==> config.mk <==
export PLATFORM = sky130hd
export DESIGN_NAME = fifo_umbrales_flat
export DESIGN_NICKNAME = d
export VERILOG_FILES = /design/src/rtl/fifo_umbrales_pkg.sv /design/src/rtl/fifo_umbrales_if.sv /design/src/rtl/fifo_umbrales_memoria_fifo.sv /design/src/rtl/fifo_umbrales.sv /design/src/flat_wrapper.sv
export SDC_FILE = /design/constraint.sdc
export NUM_CORES = 1
export LEC_CHECK = 0
export ABC_AREA = 1
export CORE_AREA = 2 2 70 72
export CTS_CLUSTER_SIZE = 30
export DETAILED_ROUTE_END_ITERATION = 8
export DIE_AREA = 0 0 72 74
export PLACE_DENSITY_LB_ADDON = 0.15
export SETUP_SLACK_MARGIN = 0.4
export SLEW_MARGIN = 30
export SYNTH_ARGS = -nofsm -noshare
export SYNTH_HDL_FRONTEND = slang
export SYNTH_SLANG_ARGS = --single-unit
==> constraint.sdc <==
create_clock -name clk -period 2.9 [get_ports clk]
set_input_delay 0.58 -clock clk [delete_from_list [all_inputs] [get_ports clk]]
set_output_delay 0.58 -clock clk [all_outputs]
set_load 0.02 [all_outputs]
==> src/rtl/fifo_umbrales_pkg.sv <==
// Shared widths, threshold bundle layout and operation decode for the threshold FIFO.
package fifo_umbrales_pkg;

  localparam int unsigned DATA_WIDTH_DEF = 6;
  localparam int unsigned ADDR_WIDTH_DEF = 2;
  localparam int unsigned UMBRAL_WIDTH   = ADDR_WIDTH_DEF;

  // Threshold pair as packed into the FSM umbrales_I bundle.
  typedef struct packed {
    logic [UMBRAL_WIDTH-1:0] umbral_alto;
    logic [UMBRAL_WIDTH-1:0] umbral_bajo;
  } umbrales_t;

  typedef enum logic [1:0] {
    OP_NONE = 2'b00,
    OP_PUSH = 2'b01,
    OP_POP  = 2'b10,
    OP_BOTH = 2'b11
  } fifo_op_e;

  function automatic fifo_op_e op_decode(input logic push, input logic pop);
    return fifo_op_e'({pop, push});
  endfunction

endpackage

==> src/rtl/fifo_umbrales_if.sv <==
// Push/pop, threshold and status bundle of the threshold FIFO.
interface fifo_umbrales_if
  import fifo_umbrales_pkg::*;
#(
  parameter int unsigned DATA_WIDTH = DATA_WIDTH_DEF,
  parameter int unsigned ADDR_WIDTH = ADDR_WIDTH_DEF
);

  logic                  wr_enable;
  logic                  rd_enable;
  logic [DATA_WIDTH-1:0] data_in;
  logic [ADDR_WIDTH-1:0] umbral_alto;
  logic [ADDR_WIDTH-1:0] umbral_bajo;
  logic [DATA_WIDTH-1:0] data_out;
  logic                  valid_out;
  logic                  fifo_full;
  logic                  fifo_empty;
  logic                  almost_full;
  logic                  almost_empty;
  logic                  fifo_error;

  modport master (
    output wr_enable, rd_enable, data_in, umbral_alto, umbral_bajo,
    input  data_out, valid_out, fifo_full, fifo_empty, almost_full, almost_empty, fifo_error
  );

  modport slave (
    input  wr_enable, rd_enable, data_in, umbral_alto, umbral_bajo,
    output data_out, valid_out, fifo_full, fifo_empty, almost_full, almost_empty, fifo_error
  );

endinterface

==> src/rtl/fifo_umbrales_memoria_fifo.sv <==
// Dual-port register array: synchronous write, registered read.
module memoria_fifo
  import fifo_umbrales_pkg::*;
#(
  parameter int unsigned DATA_WIDTH = DATA_WIDTH_DEF,
  parameter int unsigned ADDR_WIDTH = ADDR_WIDTH_DEF
) (
  input  logic                  clk_i,
  input  logic                  rst_i,
  input  logic                  wr_en_i,
  input  logic [ADDR_WIDTH-1:0] wr_addr_i,
  input  logic [DATA_WIDTH-1:0] wr_data_i,
  input  logic                  rd_en_i,
  input  logic [ADDR_WIDTH-1:0] rd_addr_i,
  output logic [DATA_WIDTH-1:0] rd_data_o
);

  localparam int unsigned DEPTH = 2 ** ADDR_WIDTH;

  logic [DATA_WIDTH-1:0] mem_q [DEPTH];
  logic [DATA_WIDTH-1:0] rd_data_q;

  always_ff @(posedge clk_i) begin
    if (wr_en_i) begin
      mem_q[wr_addr_i] <= wr_data_i;
    end
  end

  // Same-edge write and read of one address returns the old word.
  always_ff @(posedge clk_i or posedge rst_i) begin
    if (rst_i) begin
      rd_data_q <= '0;
    end else if (rd_en_i) begin
      rd_data_q <= mem_q[rd_addr_i];
    end
  end

  assign rd_data_o = rd_data_q;

endmodule

==> src/rtl/fifo_umbrales.sv <==
// Synchronous FIFO with almost-full/almost-empty thresholds and a sticky error flag.
module fifo_umbrales
  import fifo_umbrales_pkg::*;
#(
  parameter int unsigned DATA_WIDTH = DATA_WIDTH_DEF,
  parameter int unsigned ADDR_WIDTH = ADDR_WIDTH_DEF
) (
  input  logic            clk,
  input  logic            reset,
  fifo_umbrales_if.slave  bus
);

  localparam int unsigned DEPTH = 2 ** ADDR_WIDTH;

  logic [ADDR_WIDTH:0]   count_q, count_d;
  logic [ADDR_WIDTH-1:0] wr_ptr_q, wr_ptr_d;
  logic [ADDR_WIDTH-1:0] rd_ptr_q, rd_ptr_d;
  logic                  error_q, error_d;
  logic                  valid_q;
  logic                  full, empty;
  logic                  push_ok, pop_ok;

  assign full  = (count_q == (ADDR_WIDTH+1)'(DEPTH));
  assign empty = (count_q == '0);

  assign pop_ok  = bus.rd_enable & ~empty;
  assign push_ok = bus.wr_enable & (~full | pop_ok);

  always_comb begin
    count_d  = count_q;
    wr_ptr_d = wr_ptr_q;
    rd_ptr_d = rd_ptr_q;
    case (op_decode(push_ok, pop_ok))
      OP_PUSH: begin
        count_d  = count_q + 1'b1;
        wr_ptr_d = wr_ptr_q + 1'b1;
      end
      OP_POP: begin
        count_d  = count_q - 1'b1;
        rd_ptr_d = rd_ptr_q + 1'b1;
      end
      OP_BOTH: begin
        wr_ptr_d = wr_ptr_q + 1'b1;
        rd_ptr_d = rd_ptr_q + 1'b1;
      end
      default: ;
    endcase
    // Overflow is a push refused while full; underflow is any pop while empty.
    error_d = error_q
            | (bus.wr_enable & full & ~pop_ok)
            | (bus.rd_enable & empty);
  end

  always_ff @(posedge clk or posedge reset) begin
    if (reset) begin
      count_q  <= '0;
      wr_ptr_q <= '0;
      rd_ptr_q <= '0;
      error_q  <= 1'b0;
      valid_q  <= 1'b0;
    end else begin
      count_q  <= count_d;
      wr_ptr_q <= wr_ptr_d;
      rd_ptr_q <= rd_ptr_d;
      error_q  <= error_d;
      valid_q  <= pop_ok;
    end
  end

  memoria_fifo #(
    .DATA_WIDTH (DATA_WIDTH),
    .ADDR_WIDTH (ADDR_WIDTH)
  ) u_memoria_fifo (
    .clk_i     (clk),
    .rst_i     (reset),
    .wr_en_i   (push_ok),
    .wr_addr_i (wr_ptr_q),
    .wr_data_i (bus.data_in),
    .rd_en_i   (pop_ok),
    .rd_addr_i (rd_ptr_q),
    .rd_data_o (bus.data_out)
  );

  assign bus.valid_out    = valid_q;
  assign bus.fifo_full    = full;
  assign bus.fifo_empty   = empty;
  assign bus.almost_full  = (count_q >= {1'b0, bus.umbral_alto});
  assign bus.almost_empty = (count_q <= {1'b0, bus.umbral_bajo});
  assign bus.fifo_error   = error_q;

endmodule
==> src/flat_wrapper.sv <==
// flat-port wrapper written by rule: the top's interface ports become plain ports
module fifo_umbrales_flat import fifo_umbrales_pkg::*;
#(
  parameter int unsigned DATA_WIDTH = DATA_WIDTH_DEF,
  parameter int unsigned ADDR_WIDTH = ADDR_WIDTH_DEF
)
  (clk, reset, bus_wr_enable, bus_rd_enable, bus_data_in, bus_umbral_alto, bus_umbral_bajo, bus_data_out, bus_valid_out, bus_fifo_full, bus_fifo_empty, bus_almost_full, bus_almost_empty, bus_fifo_error);
  fifo_umbrales_if #(.DATA_WIDTH(DATA_WIDTH), .ADDR_WIDTH(ADDR_WIDTH)) bus_i ();
  input  logic clk;
  input  logic reset;
  input wire logic [$bits(bus_i.wr_enable)-1:0] bus_wr_enable;
  input wire logic [$bits(bus_i.rd_enable)-1:0] bus_rd_enable;
  input wire logic [$bits(bus_i.data_in)-1:0] bus_data_in;
  input wire logic [$bits(bus_i.umbral_alto)-1:0] bus_umbral_alto;
  input wire logic [$bits(bus_i.umbral_bajo)-1:0] bus_umbral_bajo;
  output wire logic [$bits(bus_i.data_out)-1:0] bus_data_out;
  output wire logic [$bits(bus_i.valid_out)-1:0] bus_valid_out;
  output wire logic [$bits(bus_i.fifo_full)-1:0] bus_fifo_full;
  output wire logic [$bits(bus_i.fifo_empty)-1:0] bus_fifo_empty;
  output wire logic [$bits(bus_i.almost_full)-1:0] bus_almost_full;
  output wire logic [$bits(bus_i.almost_empty)-1:0] bus_almost_empty;
  output wire logic [$bits(bus_i.fifo_error)-1:0] bus_fifo_error;
  assign bus_i.wr_enable = bus_wr_enable;
  assign bus_i.rd_enable = bus_rd_enable;
  assign bus_i.data_in = bus_data_in;
  assign bus_i.umbral_alto = bus_umbral_alto;
  assign bus_i.umbral_bajo = bus_umbral_bajo;
  assign bus_data_out = bus_i.data_out;
  assign bus_valid_out = bus_i.valid_out;
  assign bus_fifo_full = bus_i.fifo_full;
  assign bus_fifo_empty = bus_i.fifo_empty;
  assign bus_almost_full = bus_i.almost_full;
  assign bus_almost_empty = bus_i.almost_empty;
  assign bus_fifo_error = bus_i.fifo_error;
  fifo_umbrales #(.DATA_WIDTH(DATA_WIDTH), .ADDR_WIDTH(ADDR_WIDTH)) u_core (.clk(clk), .reset(reset), .bus(bus_i));
endmodule
Word-level counts from Yosys, hierarchy flattened
Memories as Yosys holds them, arrays and structs flattened. A register that Yosys moved wholly into a read port is not among the register bits.
Index checks and enable logic that the tools add are counted.
Storage, ports and cells
  flip-flop bits (word level): 9
  memory bits (writable): 24
  bits of input ports: 14
  word-level logic and storage cells: 34
  memories kept: 1
Operators by class
  add/subtract/negate cells: 4
  $lt $le $gt $ge: 2
  equal/unequal tests: 4
  mux-type cells: 3
  bitwise gates (word level): 11
  reductions and logical operators: 4
Memories
  u_core.u_memoria_fifo.mem_q: depth 4, width 6, rd ports 1, clocked after memory_dff 1, write ports 1, RTL line fifo_umbrales_memoria_fifo.sv:20  | logic [DATA_WIDTH-1:0] mem_q [DEPTH];
Operators with widths (number)
  case mux 3 bit (2 select lines): 1
  bitwise AND 1 bit: 5
  adder 2 x 1 -> 2 bit (second input constant): 2
  equality test 2 bit (second input constant): 2
  OR reduction 2 bit: 2
  adder 3 x 1 -> 3 bit (second input constant): 1
  equality test 3 bit (second input constant): 1
  greater-or-equal comparator 3 x 2 -> 1 bit: 1
  less-or-equal comparator 3 x 2 -> 1 bit: 1
  logical NOT 3 bit: 1
  inverter 1 bit: 3
  bitwise OR 1 bit: 3
  subtractor 3 x 1 -> 3 bit (second input constant): 1
  equality test 2 x 1 -> 1 bit (second input constant): 1
  two-way mux 1 bit: 2
  nonzero test 2 bit: 1

Longest topological paths before layout
  depth in word-level cells: 7
  mapped depth: 9
  gate-level depth less buffers: 9

By module
A second synthesis with hierarchy kept.
Second synthesis, totals
  cells, all modules: 204
  area total of the unflattened synthesis: 1875.5 um2
By module, submodules not included
  memoria_fifo: instances 1, cells an instance 127, area an instance 1266.2 um2, seq. area each 870.8 um2
  fifo_umbrales: instances 1, cells an instance 77, area an instance 609.3 um2, seq. area each 225.2 um2

Worst setup path after synthesis
OpenSTA, ideal clock, no wires.
  path type: in2out
  from: input port bus_umbral_bajo[1]
  to: output port bus_almost_empty
  arrival time: 1.345 ns
  required time: 2.320 ns
  path slack: 0.975 ns
  stages on the path: 5
  cells stage by stage: inv_1 -> ha_1 -> inv_1 -> o21bai_1 -> a21oi_1
On the way
  cells in the longest elaborated chain, start to end: 1
Ends and longest elaborated chain
  start, declared: RTL line flat_wrapper.sv:15  | input wire logic [$bits(bus_i.umbral_bajo)-1:0] bus_umbral_bajo;
  less-or-equal comparator 3 x 2 -> 1 bit: RTL line fifo_umbrales.sv:88  | assign bus.almost_empty = (count_q <= {1'b0, bus.umbral_bajo});
  end, declared: RTL line flat_wrapper.sv:21  | output wire logic [$bits(bus_i.almost_empty)-1:0] bus_almost_empty;
No other way between the ends.

Worst setup path in the final report
  from: input port bus_umbral_alto[0]
  to: output port bus_almost_full
On the way
  cells in the longest elaborated chain, start to end: 1
Ends and longest elaborated chain
  start, declared: RTL line flat_wrapper.sv:14  | input wire logic [$bits(bus_i.umbral_alto)-1:0] bus_umbral_alto;
  greater-or-equal comparator 3 x 2 -> 1 bit: RTL line fifo_umbrales.sv:87  | assign bus.almost_full = (count_q >= {1'b0, bus.umbral_alto});
  end, declared: RTL line flat_wrapper.sv:20  | output wire logic [$bits(bus_i.almost_full)-1:0] bus_almost_full;
No other way between the ends.

==> reports/metrics.csv <==
stage,metric,value,unit
status,status,finished clean,
cells_and_area,mostFrequentLayoutCells,"39 x nor2_1, 24 x edfxtp_1, 23 x inv_1, 23 x clkdlybuf4s50_1, 15 x dfrtp_1",
grt,grt_pass1_vias,1202,
grt,grt_usage,0.147,
logic_synthesis,ys_seq_elements,39,
critical_path,crit_path_end_kind,output pin,
critical_path,critPathKind,input port to output pin,
cts,path_clk_slew,70,ps
placement,globalplace.congestion,0.768,
logic_synthesis,syn_area,1750,sq um
timing,rsz0062_at_grt,no,
logic_synthesis,yosysWarnings,0,
logic_synthesis,netlist.top_cell.by_area,edfxtp_1,
logic_synthesis,ys_types,24,
critical_path,setup.worst_path.start_class,input port,
route,vias_per_cell,4.86,
logic_synthesis,synth.top_cell.area_share,0.411,
route,finalWirelength,3440,um
floorplanning,core,4600,sq um
cts,ctsHtreeMaxLevel,2,
job,drv_cap,0,
grt,grt_max_degree,16,
critical_path,r2r_setup_slack,1250,ps
cells_and_area,nets,217,
cts,postCtsSetupRepairBufs,0,
logic_synthesis,postSynthNetCount,185,
power_and_ir_drop,total_power,2.18,mW
critical_path,r2r_cells,9,
cells_and_area,drive_gt1_frac,0.0872,
critical_path,cp-endpoint,bus_almost_full,
route,vias,1209,
floorplanning,fp.dieW,72,um
timing,clock_skew,3.23,ps
cts,cts_tree,built,
worst_hold_path,hp-class,flip-flop to flip-flop,
critical_path,crit_fanout,1,
timing,worstMarginPinSlew,620,ps
route,drtIter0Drc,83,
cells_and_area,syn2layout_area_growth,24.2,%
critical_path,worstPathRequired,2320,ps
cells_and_area,instances_no_fill,249,
power_and_ir_drop,leakage,0.924,nW
cts,cts_inserted_buffers,5,
critical_path,crit-reg2reg-capture,u_core.count_q[2]$_DFFE_PP0P_,
logic_synthesis,synthCells,162,
timing,final_hold_viol_count,0,
floorplanning,initial_core_util,0.381,
logic_synthesis,syn_area_per_cell,10.8,sq um
power_and_ir_drop,peakVddDrop,0.447,mV
route,wire_per_inst,13.8,um
floorplanning,fp.dieArea,5330,sq um
placement,port_buffers,25,
floorplanning,dieHeight,74,um
timing,slew_violations,0,
placement,hpwl,2340,um
logic_synthesis,synthTopCellsByArea,"edfxtp_1 41%, dfrtp_1 21%, nor2_1 8.4%",
route,dr.pass1.iters,7,
placement,dpl.cell_count,241,
floorplanning,rows,25,
timing,final.period_utilization,0.835,
cells_and_area,layout_commonest_cell,nor2_1,
critical_path,crit_path_start,bus_umbral_alto[0],
route,drc_errors,0,
critical_path,arrival,1840,ps
floorplanning,io-pin-count,26,
route,ant_nets,0,
logic_synthesis,async_flop_share,0.385,
grt,grt_pass1_wl,5730,um
grt,grt-ovfl-total,0,
timing,relSlewSlack,0.586,
cts,clk_latency,290,ps
cts,clk_path_buf_depth,2,
timing,finalSetupTns,0,ps
logic_synthesis,synth-seq-area-share,0.626,
logic_synthesis,synth-edff-count,24,
timing,timing.fmax,413,MHz
power_and_ir_drop,power.density,1000,nW/um^2
cts,cts-root-buf,clkbuf_8,
timing,fin_crit,2420,ps
logic_synthesis,synth_ff_type,edfxtp_1,
cts,cts.sinks,39,
grt,antenna_found_initial,0,
timing,setup-violations-final,0,
critical_path,crit-reg2reg-launch,u_core.count_q[2]$_DFFE_PP0P_,
cells_and_area,antennaDiodeCount,0,
-- sequential cells by signal (all words and copies together) (netlist names) --
signal	flops
u_core.wr_ptr_q	2
u_core.count_q	3
u_core.u_memoria_fifo.rd_data_o	6
u_core.bus.fifo_error	1
u_core.bus.valid_out	1
u_core.u_memoria_fifo.mem_q	24
u_core.rd_ptr_q	2
-- timing repair --
item	in CTS	in global routing
setup endpoints to repair	2	1
hold buffers	0	0
gates resized for setup	2	2
-- worst min path at each step --
stage	cells after the start	from	endpoint	slack [ps]
2_1_floorplan	1	reset	u_core.bus.fifo_error$_DFF_PP0_	480
3_3_place_gp	2	u_core.bus.fifo_error$_DFF_PP0_	u_core.bus.fifo_error$_DFF_PP0_	470
4_1_cts	2	u_core.bus.fifo_error$_DFF_PP0_	u_core.bus.fifo_error$_DFF_PP0_	490
5_1_grt	2	u_core.bus.fifo_error$_DFF_PP0_	u_core.bus.fifo_error$_DFF_PP0_	510
6_report	2	u_core.bus.fifo_error$_DFF_PP0_	u_core.bus.fifo_error$_DFF_PP0_	480
3_5_place_dp	2	u_core.bus.fifo_error$_DFF_PP0_	u_core.bus.fifo_error$_DFF_PP0_	480
-- metrics by stage --
step,worst slack (ps),hold WS (ps),area (sq um),util
3_5_place_dp,93.4,475,2070,0.451
6_report,479,481,2180,0.473
3_3_place_gp,126,468,2070,0.451
5_1_grt,413,508,2180,0.473
4_1_cts,375,493,2180,0.474
2_1_floorplan,975,481,1750,-
-- report_power, final --
part | switching (mW) | total, mW | internal (mW)
Combinational | 0.500 | 0.847 | 0.347
Sequential | 0.133 | 0.892 | 0.759
Clock | 0.191 | 0.442 | 0.252
-- critical path, cell delays in order --
cell             delay [ps]
clkdlybuf4s50_1         410
ha_1                    300
o21ai_0                 160
nand2_1                  70
dlygate4sd2_1           320
-- kinds of logic after synthesis --
kind of cell,share of synthesized area
simple gates,0.139
fa+ha+maj,0.0686
xor+xnor,0.0150
buf+inv,0.0657
flops,0.626
compound gates,0.0857
-- cells in the mapped netlist (2+ instances only) --
| cell type | count |
|---|---|
| ha_1 | 8 |
| nand3_1 | 5 |
| o21ai_0 | 13 |
| a31oi_1 | 6 |
| inv_1 | 23 |
| dfrtp_1 | 15 |
| a21oi_1 | 2 |
| buf_2 | 2 |
| nor2_1 | 39 |
| nand2_1 | 10 |
| xor2_1 | 3 |
| edfxtp_1 | 24 |
-- layout make-up --
| type | count | area, sq um |
|---|---|---|
| Timing Repair Buffer | 29 | 274 |
| Clock buffer | 5 | 68.8 |
| Tap cell | 54 | 67.6 |
| Multi-Input combinational cell | 95 | 541 |
| Inverter | 24 | 90.1 |
| Sequential cell | 39 | 1100 |
| Fill cell | 402 | 2420 |
| Clock inverter | 3 | 38.8 |
-- metal layers --
layer / wire [um] / up-vias / global-route usage / part of all wire
met4: 66 / 0 / 0.0566 / 0.019
met3: 174 / 15 / 0.0488 / 0.051
li1: - / 596 / - / -
met5: 0 / - / 0 / 0
met1: 1540 / 562 / 0.185 / 0.45
met2: 1660 / 36 / 0.239 / 0.48
No activity file was read; power rests on OpenSTA's default activity.
